[config.mk]
export PLATFORM = sky130hd
export DESIGN_NAME = seq_restoring_divider
export DESIGN_NICKNAME = d
export VERILOG_FILES = /design/src/rtl/seq_restoring_divider.sv
export SDC_FILE = /design/constraint.sdc
export NUM_CORES = 1
export LEC_CHECK = 0
export BUFFER_PORTS_ARGS = -buffer_cell sky130_fd_sc_hd__buf_2
export CORE_ASPECT_RATIO = 0.9
export CORE_MARGIN = 4
export CORE_UTILIZATION = 48
export DETAILED_ROUTE_END_ITERATION = 12
export PLACE_DENSITY = 0.68
export REMOVE_ABC_BUFFERS = 1
export SLEW_MARGIN = 15
export SYNTH_ARGS = -nofsm -noshare
export SYNTH_HDL_FRONTEND = slang
export SYNTH_SLANG_ARGS = --single-unit
[constraint.sdc]
create_clock -name clk -period 2.5 [get_ports clk]
set_input_delay 0.375 -clock clk [delete_from_list [all_inputs] [get_ports clk]]
set_output_delay 0.375 -clock clk [all_outputs]
set_load 0.03 [all_outputs]
[src/rtl/seq_restoring_divider.sv]
// Multi-cycle unsigned restoring divider, one quotient bit per clock.
// Optional DIV_BY_ZERO_FLAG_EN: divisor 0 short-circuits to DONE and raises dbz.
module seq_restoring_divider #(
  parameter int WIDTH = 4
) (
  input  logic             clk,
  input  logic             rst,
  input  logic             start,
  input  logic [WIDTH-1:0] dividend,
  input  logic [WIDTH-1:0] divisor,
  output logic             busy,
  output logic             done,
  output logic [WIDTH-1:0] quotient,
  output logic [WIDTH-1:0] remainder,
  output logic             dbz
);

  localparam int CW = $clog2(WIDTH + 1);

  typedef enum logic [1:0] {IDLE, RUN, DONE} state_t;

  state_t           state_q, state_d;
  logic [WIDTH-1:0] q_q, q_d;
  logic [WIDTH-1:0] d_q, d_d;
  logic [WIDTH:0]   r_q, r_d;
  logic [CW-1:0]    cnt_q, cnt_d;
  logic [WIDTH-1:0] quo_q, quo_d;
  logic [WIDTH-1:0] rem_q, rem_d;

  logic [WIDTH:0]   r_shift;
  logic [WIDTH:0]   trial;
  logic [WIDTH:0]   r_step;
  logic [WIDTH-1:0] q_step;

  // Trial subtraction as R' + ~D + 1; a set top bit means R' < D, so restore.
  assign r_shift = {r_q[WIDTH-1:0], q_q[WIDTH-1]};
  assign trial   = r_shift + ~{1'b0, d_q} + {{WIDTH{1'b0}}, 1'b1};
  assign r_step  = trial[WIDTH] ? r_shift : trial;
  assign q_step  = {q_q[WIDTH-2:0], ~trial[WIDTH]};

`ifdef DIV_BY_ZERO_FLAG_EN
  logic dbz_q, dbz_d;
`endif

  always_comb begin
    state_d = state_q;
    q_d     = q_q;
    d_d     = d_q;
    r_d     = r_q;
    cnt_d   = cnt_q;
    quo_d   = quo_q;
    rem_d   = rem_q;
`ifdef DIV_BY_ZERO_FLAG_EN
    dbz_d   = dbz_q;
`endif
    case (state_q)
      IDLE, DONE: begin
        if (start) begin
          q_d     = dividend;
          d_d     = divisor;
          r_d     = '0;
          cnt_d   = CW'(WIDTH);
          quo_d   = '0;
          rem_d   = '0;
          state_d = RUN;
`ifdef DIV_BY_ZERO_FLAG_EN
          dbz_d   = 1'b0;
          if (divisor == '0) begin
            quo_d   = '1;
            rem_d   = dividend;
            dbz_d   = 1'b1;
            state_d = DONE;
          end
`endif
        end else if (state_q == DONE) begin
          state_d = IDLE;
        end
      end
      RUN: begin
        r_d   = r_step;
        q_d   = q_step;
        cnt_d = cnt_q - CW'(1);
        if (cnt_q == CW'(1)) begin
          quo_d   = q_step;
          rem_d   = r_step[WIDTH-1:0];
          state_d = DONE;
        end
      end
      default: state_d = IDLE;
    endcase
  end

  always_ff @(posedge clk) begin
    if (rst) begin
      state_q <= IDLE;
      q_q     <= '0;
      d_q     <= '0;
      r_q     <= '0;
      cnt_q   <= '0;
      quo_q   <= '0;
      rem_q   <= '0;
`ifdef DIV_BY_ZERO_FLAG_EN
      dbz_q   <= 1'b0;
`endif
    end else begin
      state_q <= state_d;
      q_q     <= q_d;
      d_q     <= d_d;
      r_q     <= r_d;
      cnt_q   <= cnt_d;
      quo_q   <= quo_d;
      rem_q   <= rem_d;
`ifdef DIV_BY_ZERO_FLAG_EN
      dbz_q   <= dbz_d;
`endif
    end
  end

  assign busy      = (state_q == RUN);
  assign done      = (state_q == DONE);
  assign quotient  = quo_q;
  assign remainder = rem_q;
`ifdef DIV_BY_ZERO_FLAG_EN
  assign dbz       = dbz_q;
`else
  assign dbz       = 1'b0;
`endif

endmodule

==> results of run 1 <==
## logic make-up (layout without fill, tap and decap cells)
group / count (synthesis) / in the layout / synth area share
other cells: 1 / 1 / 0.003195
xor+xnor: 3 / 3 / 0.03839
simple gates: 54 / 54 / 0.1940
mux: 4 / 4 / 0.03518
fa+ha+maj: 7 / 7 / 0.08102
flops: 25 / 25 / 0.4264
buf+inv: 16 / 36 / 0.05437
compound gates: 30 / 30 / 0.1674
## cells in the final DEF (no fill, tap or decap), types with 2 or more instances in the layout
master	count
nand2b_1	4
buf_4	2
nand3_1	5
nor2_1	16
buf_2	20
nand2_1	25
a311oi_1	4
ha_1	6
mux2i_1	3
dfxtp_1	25
nor2b_1	2
clkbuf_4	3
a21oi_1	15
a211oi_2	2
o21ai_0	4
inv_1	9
## per-layer routing
layer | wire, µm | track usage | vias up | part of all wire
met5 | 0 | 0 | - | 0
met4 | 45 | 0.07749 | 0 | 0.018
met3 | 136 | 0.05104 | 6 | 0.054
met2 | 1063 | 0.2590 | 22 | 0.43
met1 | 1250 | 0.2511 | 452 | 0.50
li1 | - | - | 506 | -
## cell type report
| class | count | area, µm² |
|---|---|---|
| fillers | 216 | 939.7 |
| multi-input cells | 99 | 609.3 |
| flip-flops and latches | 25 | 500.5 |
| repair buffers | 22 | 115.1 |
| inverters | 10 | 37.54 |
| well taps | 27 | 33.78 |
| clock buffers | 4 | 26.28 |
## power by group
group	total [W]	switching [W]	internal [W]
clock network	0.000182	0.000119	0.0000626
registers	0.000442	0.0000190	0.000423
logic	0.000200	0.000120	0.0000795
## final timing paths
kind                             from                  end  slack [ps]  cells after the start
hold reg to reg   d_q[2]$_SDFFE_PP0N_  d_q[2]$_SDFFE_PP0N_         460                      2
setup reg to reg  q_q[3]$_SDFFE_PP0P_  r_q[1]$_SDFFE_PP0P_         190                      8
setup / recovery  q_q[3]$_SDFFE_PP0P_  r_q[1]$_SDFFE_PP0P_         190                      8
hold / removal             divisor[1]  d_q[1]$_SDFFE_PP0N_         270                      3
## cells in the mapped netlist
cell       n
nor2_1    16
nor3_1     1
xnor2_1    1
a21oi_1   15
a311oi_1   4
o21ai_0    4
conb_1     1
mux2i_1    3
buf_4      1
clkbuf_1   5
fa_1       1
nand3_1    5
a22o_1     1
xor2_1     1
clkinv_1   1
or2_2      1
a22oi_1    1
a32o_1     1
inv_1      9
o22ai_1    1
mux2_2     1
a211oi_2   2
nor2b_1    2
a21oi_2    1
nand2b_1   4
nand2_1   25
ha_1       6
dfxtp_1   25
xor2_4     1
## per-stage QoR
step | power (W) | instance area [µm²] | utilization | setup slack [ps] | cells
after floorplan | 0.0005942 | 1147 | - | 382.6 | 134
after global placement | 0.0006429 | 1296 | 0.5730 | 321.6 | 183
after detailed placement | 0.0006490 | 1296 | 0.5730 | 244.0 | 183
after CTS | 0.0008303 | 1323 | 0.5846 | 199.1 | 187
after global routing | 0.0008749 | 1323 | 0.5846 | 31.76 | 187
final | 0.0008237 | 1323 | 0.5846 | 189.6 | 187
## worst max-delay path, stage by stage (launching register included)
cell      delay [ps]
dfxtp_1          350
inv_1             50
ha_1             220
fa_1             400
nand2b_1         180
a21oi_2          240
xor2_4           270
mux2_2           380
o21ai_0          150
## sequential cells by signal (all words and copies together) (netlist names)
signal and cells:
q_q 4, r_q 4, d_q 4, remainder 4
cnt_q 3, quotient 4, state_q 2
==> key figures, run 1 <==
Routing
  – Post-Route WL: 2.496 mm
  – Vias: roughly 990
  – Initial DRC count: 28
  – Total DRC errors in the routed layout: 0
  – Post-route ant nets: 0
  – Drt via density: 5.273
  – Wire per inst: 13.35 µm
  – Drt pass-1 iters: 4

Floorplanning
  – Core Footprint: 0.002262 mm²
  – Initial Utilization: 0.5188
  – I/O pins: 22
  – Die ar.: 0.003301 mm²
  – # rows: 16
  – Die span in x: 60.12 µm
  – Die Ht: 54.91 µm

Power and ir drop
  – Pwr Density: 622.8 mW/mm²
  – Worst VDD drop: 0.4943 mV
  – Static Leak: 0.5669 nW

Clock tree
  – Inserted Clock Buffers: 3
  – H-tree Lvls: 1
  – Bufs on Longest Clock Path: 2
  – CTS Hold Bufs: 0
  – Clk root buf: clkbuf_4
  – Clk slew on worst S/H paths: 130 ps
  – Clock Latency Late Sink: 320 ps
  – CTS resizes: 0
  – CTS tree: yes
  – Clock sink count: 25
  – Post-CTS setup buffer count: 0

Timing
  – Period utilisation layout: 0.9241
  – Count of final hold-check violations: 0
  – Setup-failing EPs final: 0
  – Peak Freq: about 430 MHz
  – Hold slack final: approximately 270 ps
  – Worst-margin pin slew: about 570 ps
  – Final Skew: around 2.9 ps
  – Slew Limit Fails: 0
  – Crit path time final: 2310 ps
  – Max-slew headroom: 0.6153
  – RSZ-0062 raised after global routing: no
  – Final setup TNS: 0 ps

Placed design
  – HPWL Detailed: 1.854 mm
  – Port Buf Inserts: 20
  – Placer Congestion: 0.8300

Synth
  – Syn_area_per_cell: between 8 and 9 µm²
  – Sequential area share after synthesis: 0.4264
  – Netlist cell types: 29
  – Synth top area share: 0.4264
  – Synth Cell Area: approximately 0.0012 mm²
  – Register bit total from synthesis: 25
  – Top post-synthesis cells by area: dfxtp_1, nand2_1, a21oi_1, ha_1, nor2_1
  – Mapped Cells: between 100 and 150
  – YS warnings: 0
  – Dominant cell type by area after synthesis: dfxtp_1

GRT
  – Initial antenna violation count: 0
  – First-pass GRT wire length: 4.257 mm
  – Number of global-route vias before repair: a little under 900
  – Largest net degree at the start of global routing: 23
  – Tot GR Track Use: 0.1803
  – GRT overflow: 0

Final layout
  – Share of cells above drive strength 1: 0.1938
  – # diodes: 0
  – P&R area growth vs syn: 12.69%
  – # nets final: 179

Min path
  – Hold Path Class: input port to flop

Critical path
  – Arr. time, crit path: 2570 ps
  – Crit Path Max Fanout: 6
  – CP startpoint kind: flop
  – Endpoint class of the critical path: flop
  – CP required: 2760 ps
  – Setup CP Type: flop to flop

Flow run
  – Max cap viols: 0

Status
  – Outcome: finished clean
Note: power is estimated with default switching activity, not from simulation.
==> run 2: changes to the inputs <==
--- a/config.mk
+++ b/config.mk
@@ -11,7 +11,9 @@
 export CORE_UTILIZATION = 48
 export DETAILED_ROUTE_END_ITERATION = 12
 export PLACE_DENSITY = 0.68
+export RECOVER_POWER = 50
 export REMOVE_ABC_BUFFERS = 1
+export SKIP_CTS_REPAIR_TIMING = 1
 export SLEW_MARGIN = 15
 export SYNTH_ARGS = -nofsm -noshare
 export SYNTH_HDL_FRONTEND = slang
==> run 2 against run 1 <==
Against the previous run:
- clock skew about the same
- cell count did not move
- critical path depth unchanged
==> key figures, run 2 (synthesis results as in run 1) <==
Status
  – Outcome: finished clean (unchanged)

Power and ir drop
  – Tot Pwr: 0.0008216 W (was 0.0008237 W)
  – Pwr Density: 628.3 mW/mm² (was 622.8 mW/mm²)
  – Worst VDD drop: 0.4921 mV (was 0.4943 mV)
  – Static Leak: 0.5233 nW (was 0.5669 nW)

Min path
  – Hold Path End: d_q[1]$_SDFFE_PP0N_ (unchanged)
  – Hold Path Class: input port to flop (unchanged)
  – HP Start: divisor[1] (unchanged)
  – Hold path depth: 3 (unchanged)

Critical path
  – Delay-heaviest family, CP: adder cells (unchanged)
  – Arr. time, crit path: 2570 ps (about the same)
  – CP Cell Sequence: inv_1, ha_1, fa_1, nand2b_1, a21oi_2, xor2_4, mux2_2, o21ai_0 (unchanged)
  – Endpoint class of the critical path: flop (unchanged)
  – R2R cell count: 8 (unchanged)
  – Worst Path Buf+Inv: 1 (unchanged)
  – Critical R2R Launch: q_q[3]$_SDFFE_PP0P_ (unchanged)
  – Max incr delay on CP: 400 ps (about the same)
  – R2r endpoint: r_q[1]$_SDFFE_PP0P_ (unchanged)
  – Setup CP Type: flop to flop (unchanged)
  – Crit Path Max Fanout: 6 (unchanged)
  – CP required: 2760 ps (about the same)
  – CP startpoint kind: flop (unchanged)
  – Reg2reg setup slack: 190 ps (about the same)
  – Slowest CP cell: fa_1 (unchanged)

Routing
  – Post-route ant nets: 0 (unchanged)
  – Vias: 993 (was 986)
  – Post-Route WL: 2.512 mm (was 2.496 mm)
  – Total DRC errors in the routed layout: 0 (unchanged)
  – Initial DRC count: 34 (was 28)
  – Drt pass-1 iters: 4 (unchanged)
  – Wire per inst: 13.43 µm (was 13.35 µm)
  – Drt via density: 5.310 (was 5.273)

Placed design
  – DP Area: 0.001296 mm² (unchanged)
  – Port Buf Inserts: 20 (unchanged)
  – HPWL Detailed: 1.854 mm (unchanged)
  – Placer Congestion: 0.8300 (unchanged)

GRT
  – GRT overflow: 0 (unchanged)
  – Initial antenna violation count: 0 (unchanged)
  – First-pass GRT wire length: 4.257 mm (unchanged)
  – Largest net degree at the start of global routing: 23 (unchanged)
  – Tot GR Track Use: 0.1803 (unchanged)
  – Number of global-route vias before repair: 882 (unchanged)

Floorplanning
  – I/O pins: 22 (unchanged)
  – Core Footprint: 0.002262 mm² (unchanged)
  – # rows: 16 (unchanged)
  – Die ar.: 0.003301 mm² (unchanged)
  – Die span in x: 60.12 µm (unchanged)
  – Initial Utilization: 0.5188 (unchanged)
  – Die Ht: 54.91 µm (unchanged)

Timing
  – Count of final hold-check violations: 0 (unchanged)
  – Peak Freq: 433.3 MHz (was 432.8 MHz)
  – Final setup TNS: 0 ps (unchanged)
  – Worst-margin pin slew: 579.1 ps (was 574.9 ps)
  – Max-slew headroom: 0.6125 (was 0.6153)
  – Crit path time final: 2308 ps (was 2310 ps)
  – Slew Limit Fails: 0 (unchanged)
  – Period utilisation layout: 0.9232 (was 0.9241)
  – Setup-failing EPs final: 0 (unchanged)
  – Final Skew: 2.576 ps (was 2.912 ps)
  – RSZ-0062 raised after global routing: no (unchanged)

Final layout
  – Design area: 0.001308 mm² (was 0.001323 mm²)
  – Share of cells above drive strength 1: 0.1313 (was 0.1938)
  – # nets final: 179 (unchanged)
  – P&R area growth vs syn: 11.41% (was 12.69%)
  – # diodes: 0 (unchanged)
  – Most frequent cells in the layout: nand2_1, dfxtp_1, nor2_1, a21oi_1 (was nand2_1, dfxtp_1, buf_2, nor2_1, a21oi_1)

Clock tree
  – CTS tree: yes (unchanged)
  – Inserted Clock Buffers: 3 (unchanged)
  – Clk root buf: clkbuf_4 (unchanged)
  – Clk slew on worst S/H paths: 130 ps (about the same)
  – H-tree Lvls: 1 (unchanged)
  – Clock sink count: 25 (unchanged)
  – Clock Latency Late Sink: 320 ps (about the same)
  – Bufs on Longest Clock Path: 2 (unchanged)

Flow run
  – Max cap viols: 0 (unchanged)
run 2: final cells by class:
class                      instances  area (µm²)
fill                             219       954.7
tap                               27       33.78
inverter                          10       37.54
sequential                        25       500.5
clock buffer                       4       26.28
timing repair buffer              22       100.1
multi-input combinational         99       609.3
run 2: per-layer routing:
layer | GRT usage | share of wire | vias up
met1 | 0.2511 | 0.49 | 453
li1 | - | - | 506
met4 | 0.07749 | 0.018 | 0
met5 | 0 | 0 | -
met2 | 0.2590 | 0.42 | 28
met3 | 0.05104 | 0.069 | 6
run 2: report_power, final:
group	internal, W	total, W	switching, W	leakage (nW)
Sequential	0.000423	0.000442	0.0000190	0.204
Clock	0.0000626	0.000182	0.000119	0.0150
Combinational	0.0000777	0.000198	0.000120	0.304
Total	0.000563	0.000822	0.000258	0.523
run 2: worst reg2reg max path, cell delays in order (launching register included):
cell      delay [ps]
dfxtp_1          350
inv_1             50
ha_1             220
fa_1             400
nand2b_1         180
a21oi_2          240
xor2_4           270
mux2_2           380
o21ai_0          150
run 2: worst max-delay path by stage:
| stage | start | to | slack [ps] | cells after the start |
|---|---|---|---|---|
| finish | q_q[3]$_SDFFE_PP0P_ | r_q[1]$_SDFFE_PP0P_ | 190 | 8 |
| global route | q_q[3]$_SDFFE_PP0P_ | r_q[1]$_SDFFE_PP0P_ | 30 | 8 |
| global placement | q_q[3]$_SDFFE_PP0P_ | r_q[1]$_SDFFE_PP0P_ | 320 | 8 |
| CTS | q_q[3]$_SDFFE_PP0P_ | r_q[1]$_SDFFE_PP0P_ | 200 | 8 |
| detailed placement | q_q[3]$_SDFFE_PP0P_ | r_q[1]$_SDFFE_PP0P_ | 240 | 8 |
| floorplan | q_q[3]$_SDFFE_PP0P_ | r_q[1]$_SDFFE_PP0P_ | 380 | 8 |
run 2: through the flow:
stage / hold WS, ps / instances / worst slack [ps] / util
2_1_floorplan: 430.3 / 134 / 382.6 / -
3_3_place_gp: 437.3 / 183 / 321.6 / 0.5730
3_5_place_dp: 444.1 / 183 / 244.0 / 0.5730
4_1_cts: 261.5 / 187 / 199.1 / 0.5846
5_1_grt: 268.6 / 187 / 31.76 / 0.5780
6_report: 269.3 / 187 / 192.0 / 0.5780
==> run 3: changes to the inputs <==
--- a/config.mk
+++ b/config.mk
@@ -6,11 +6,13 @@
 export NUM_CORES = 1
 export LEC_CHECK = 0
 export BUFFER_PORTS_ARGS = -buffer_cell sky130_fd_sc_hd__buf_2
+export CELL_PAD_IN_SITES_DETAIL_PLACEMENT = 1
+export CELL_PAD_IN_SITES_GLOBAL_PLACEMENT = 2
 export CORE_ASPECT_RATIO = 0.9
 export CORE_MARGIN = 4
-export CORE_UTILIZATION = 48
+export CORE_UTILIZATION = 31
 export DETAILED_ROUTE_END_ITERATION = 12
-export PLACE_DENSITY = 0.68
+export PLACE_DENSITY = 0.73
 export RECOVER_POWER = 50
 export REMOVE_ABC_BUFFERS = 1
 export SKIP_CTS_REPAIR_TIMING = 1
==> run 3 against run 2 <==
Against the previous run:
- wire length up 18%
- register-to-register slack better by 40 ps
- clock power is 32% higher
- count of clock-buffer cells in the layout did not move
- sequential share of layout area decreased by 1.3 points
- largest cell class unchanged
- highest routed layer unchanged
==> key figures, run 3 (synthesis results as in run 1) <==
Final layout
  – Fin cells: 205 (was 187)
  – Most frequent cells in the layout: nand2_1, dfxtp_1, nor2_1, a21oi_1 (unchanged)
  – # fillers: 431 (was 219)
  – # diodes: 0 (unchanged)
  – P&R area growth vs syn: 15.46% (was 11.41%)
  – # nets final: 180 (was 179)
  – Share of cells above drive strength 1: 0.1366 (was 0.1313)

Critical path
  – Worst Path Buf+Inv: 1 (unchanged)
  – CP Cell Sequence: inv_1, ha_1, fa_1, nand2b_1, a21oi_2, xor2_4, mux2_2, o21ai_0 (unchanged)
  – Setup CP Type: flop to flop (unchanged)
  – Arr. time, crit path: 2470 ps (was 2570 ps)
  – Max incr delay on CP: 400 ps (about the same)
  – Endpoint class of the critical path: flop (unchanged)
  – CP startpoint kind: flop (unchanged)
  – Slowest CP cell: fa_1 (unchanged)
  – Delay-heaviest family, CP: adder cells (unchanged)
  – CP required: 2700 ps (was 2760 ps)
  – Crit Path Max Fanout: 6 (unchanged)

Clock tree
  – CTS tree: yes (unchanged)
  – Bufs on Longest Clock Path: 2 (unchanged)
  – Clock Latency Late Sink: 270 ps (was 320 ps)
  – Clk slew on worst S/H paths: 80 ps (was 130 ps)
  – Clk root buf: clkbuf_8 (was clkbuf_4)
  – Clock sink count: 25 (unchanged)
  – H-tree Lvls: 1 (unchanged)
  – Inserted Clock Buffers: 3 (unchanged)

Min path
  – Hold Path Class: input port to flop (unchanged)

Routing
  – Wire per inst: 14.41 µm (was 13.43 µm)
  – Initial DRC count: 39 (was 34)
  – Drt pass-1 iters: 4 (unchanged)
  – Vias: 1009 (was 993)
  – Post-route ant nets: 0 (unchanged)
  – Total DRC errors in the routed layout: 0 (unchanged)
  – Post-Route WL: 2.955 mm (was 2.512 mm)
  – Drt via density: 4.922 (was 5.310)

Timing
  – Setup-failing EPs final: 0 (unchanged)
  – Final Skew: 1.219 ps (was 2.576 ps)
  – Peak Freq: 440.1 MHz (was 433.3 MHz)
  – Worst-margin pin slew: 650.1 ps (was 579.1 ps)
  – Hold slack final: 336.5 ps (was 269.3 ps)
  – Max-slew headroom: 0.5650 (was 0.6125)
  – Final setup TNS: 0 ps (unchanged)
  – Slew Limit Fails: 0 (unchanged)
  – Period utilisation layout: 0.9088 (was 0.9232)
  – Final WS setup: 227.9 ps (was 192.0 ps)
  – Count of final hold-check violations: 0 (unchanged)
  – Crit path time final: 2272 ps (was 2308 ps)
  – RSZ-0062 raised after global routing: no (unchanged)

Floorplanning
  – # rows: 20 (was 16)
  – Initial Utilization: 0.3350 (was 0.5188)
  – Die ar.: 0.004835 mm² (was 0.003301 mm²)
  – Die Ht: 66.37 µm (was 54.91 µm)
  – Die span in x: 72.86 µm (was 60.12 µm)
  – I/O pins: 22 (unchanged)
  – Core Footprint: 0.003503 mm² (was 0.002262 mm²)

GRT
  – First-pass GRT wire length: 5.188 mm (was 4.257 mm)
  – Initial antenna violation count: 0 (unchanged)
  – Number of global-route vias before repair: 1062 (was 882)
  – Largest net degree at the start of global routing: 23 (unchanged)
  – Tot GR Track Use: 0.1367 (was 0.1803)
  – GRT overflow: 0 (unchanged)

Flow run
  – Max cap viols: 0 (unchanged)

Placed design
  – Dpl ws: 214.8 ps (was 244.0 ps)
  – Port Buf Inserts: 20 (unchanged)
  – Placer Congestion: 0.7685 (was 0.8300)
  – DP Cell Count: 201 (was 183)
  – HPWL Detailed: 2.241 mm (was 1.854 mm)

Power and ir drop
  – Tot Pwr: 0.0008863 W (was 0.0008216 W)
  – Pwr Density: 654.1 mW/mm² (was 628.3 mW/mm²)
  – Static Leak: 0.5356 nW (was 0.5233 nW)
  – Worst VDD drop: 0.2989 mV (was 0.4921 mV)

Status
  – Outcome: finished clean (unchanged)
==> run 3: cell count changes in the layout (fill, tap and decap cells not counted), sizes merged <==
cell | previous run | this run
buf | 12 | 13
==> run 3: power by group <==
part           internal (W)  switching (W)  leakage (nW)
clock              0.000114       0.000126        0.0228
sequential         0.000423      0.0000201         0.204
combinational     0.0000799       0.000124         0.309
total              0.000616       0.000270         0.536
==> run 3: path summary, 6_finish.rpt <==
check | cells after the start | endpoint | start | slack (ps)
setup / recovery | 8 | r_q[1]$_SDFFE_PP0P_ | q_q[3]$_SDFFE_PP0P_ | 230
hold / removal | 3 | d_q[2]$_SDFFE_PP0N_ | divisor[2] | 340
setup reg to reg | 8 | r_q[1]$_SDFFE_PP0P_ | q_q[3]$_SDFFE_PP0P_ | 230
hold reg to reg | 2 | d_q[2]$_SDFFE_PP0N_ | d_q[2]$_SDFFE_PP0N_ | 460
==> run 3: per-layer routing <==
metal / GRT usage / routed length, µm / part of all wire
met1: 0.1758 / 1424 / 0.48
met2: 0.2320 / 1398 / 0.47
met3: 0.03647 / 115 / 0.039
met4: 0.02074 / 17 / 0.0058
met5: 0 / 0 / 0
==> run 3: stage by stage <==
step | utilization | area [µm²]
floorplan | - | 1147
global placement | 0.3782 | 1325
detailed placement | 0.3782 | 1325
CTS | 0.3911 | 1370
global route | 0.3868 | 1355
finish | 0.3868 | 1355
==> run 3: tightest hold or removal path, delay by kind of cell <==
kind / cells / cell delay (ps)
compound gates: 1 / 50
buf+inv: 1 / 100
simple gates: 1 / 40
==> run 3: area by class of cell <==
type,count,area [µm²],area share
Sequential cell,25,500.5,0.3693
Tap cell,44,55.05,0.04063
Multi-Input combinational cell,99,609.3,0.4497
Timing Repair Buffer,23,107.6,0.07941
Clock buffer,4,45.04,0.03324
Inverter,10,37.54,0.02770
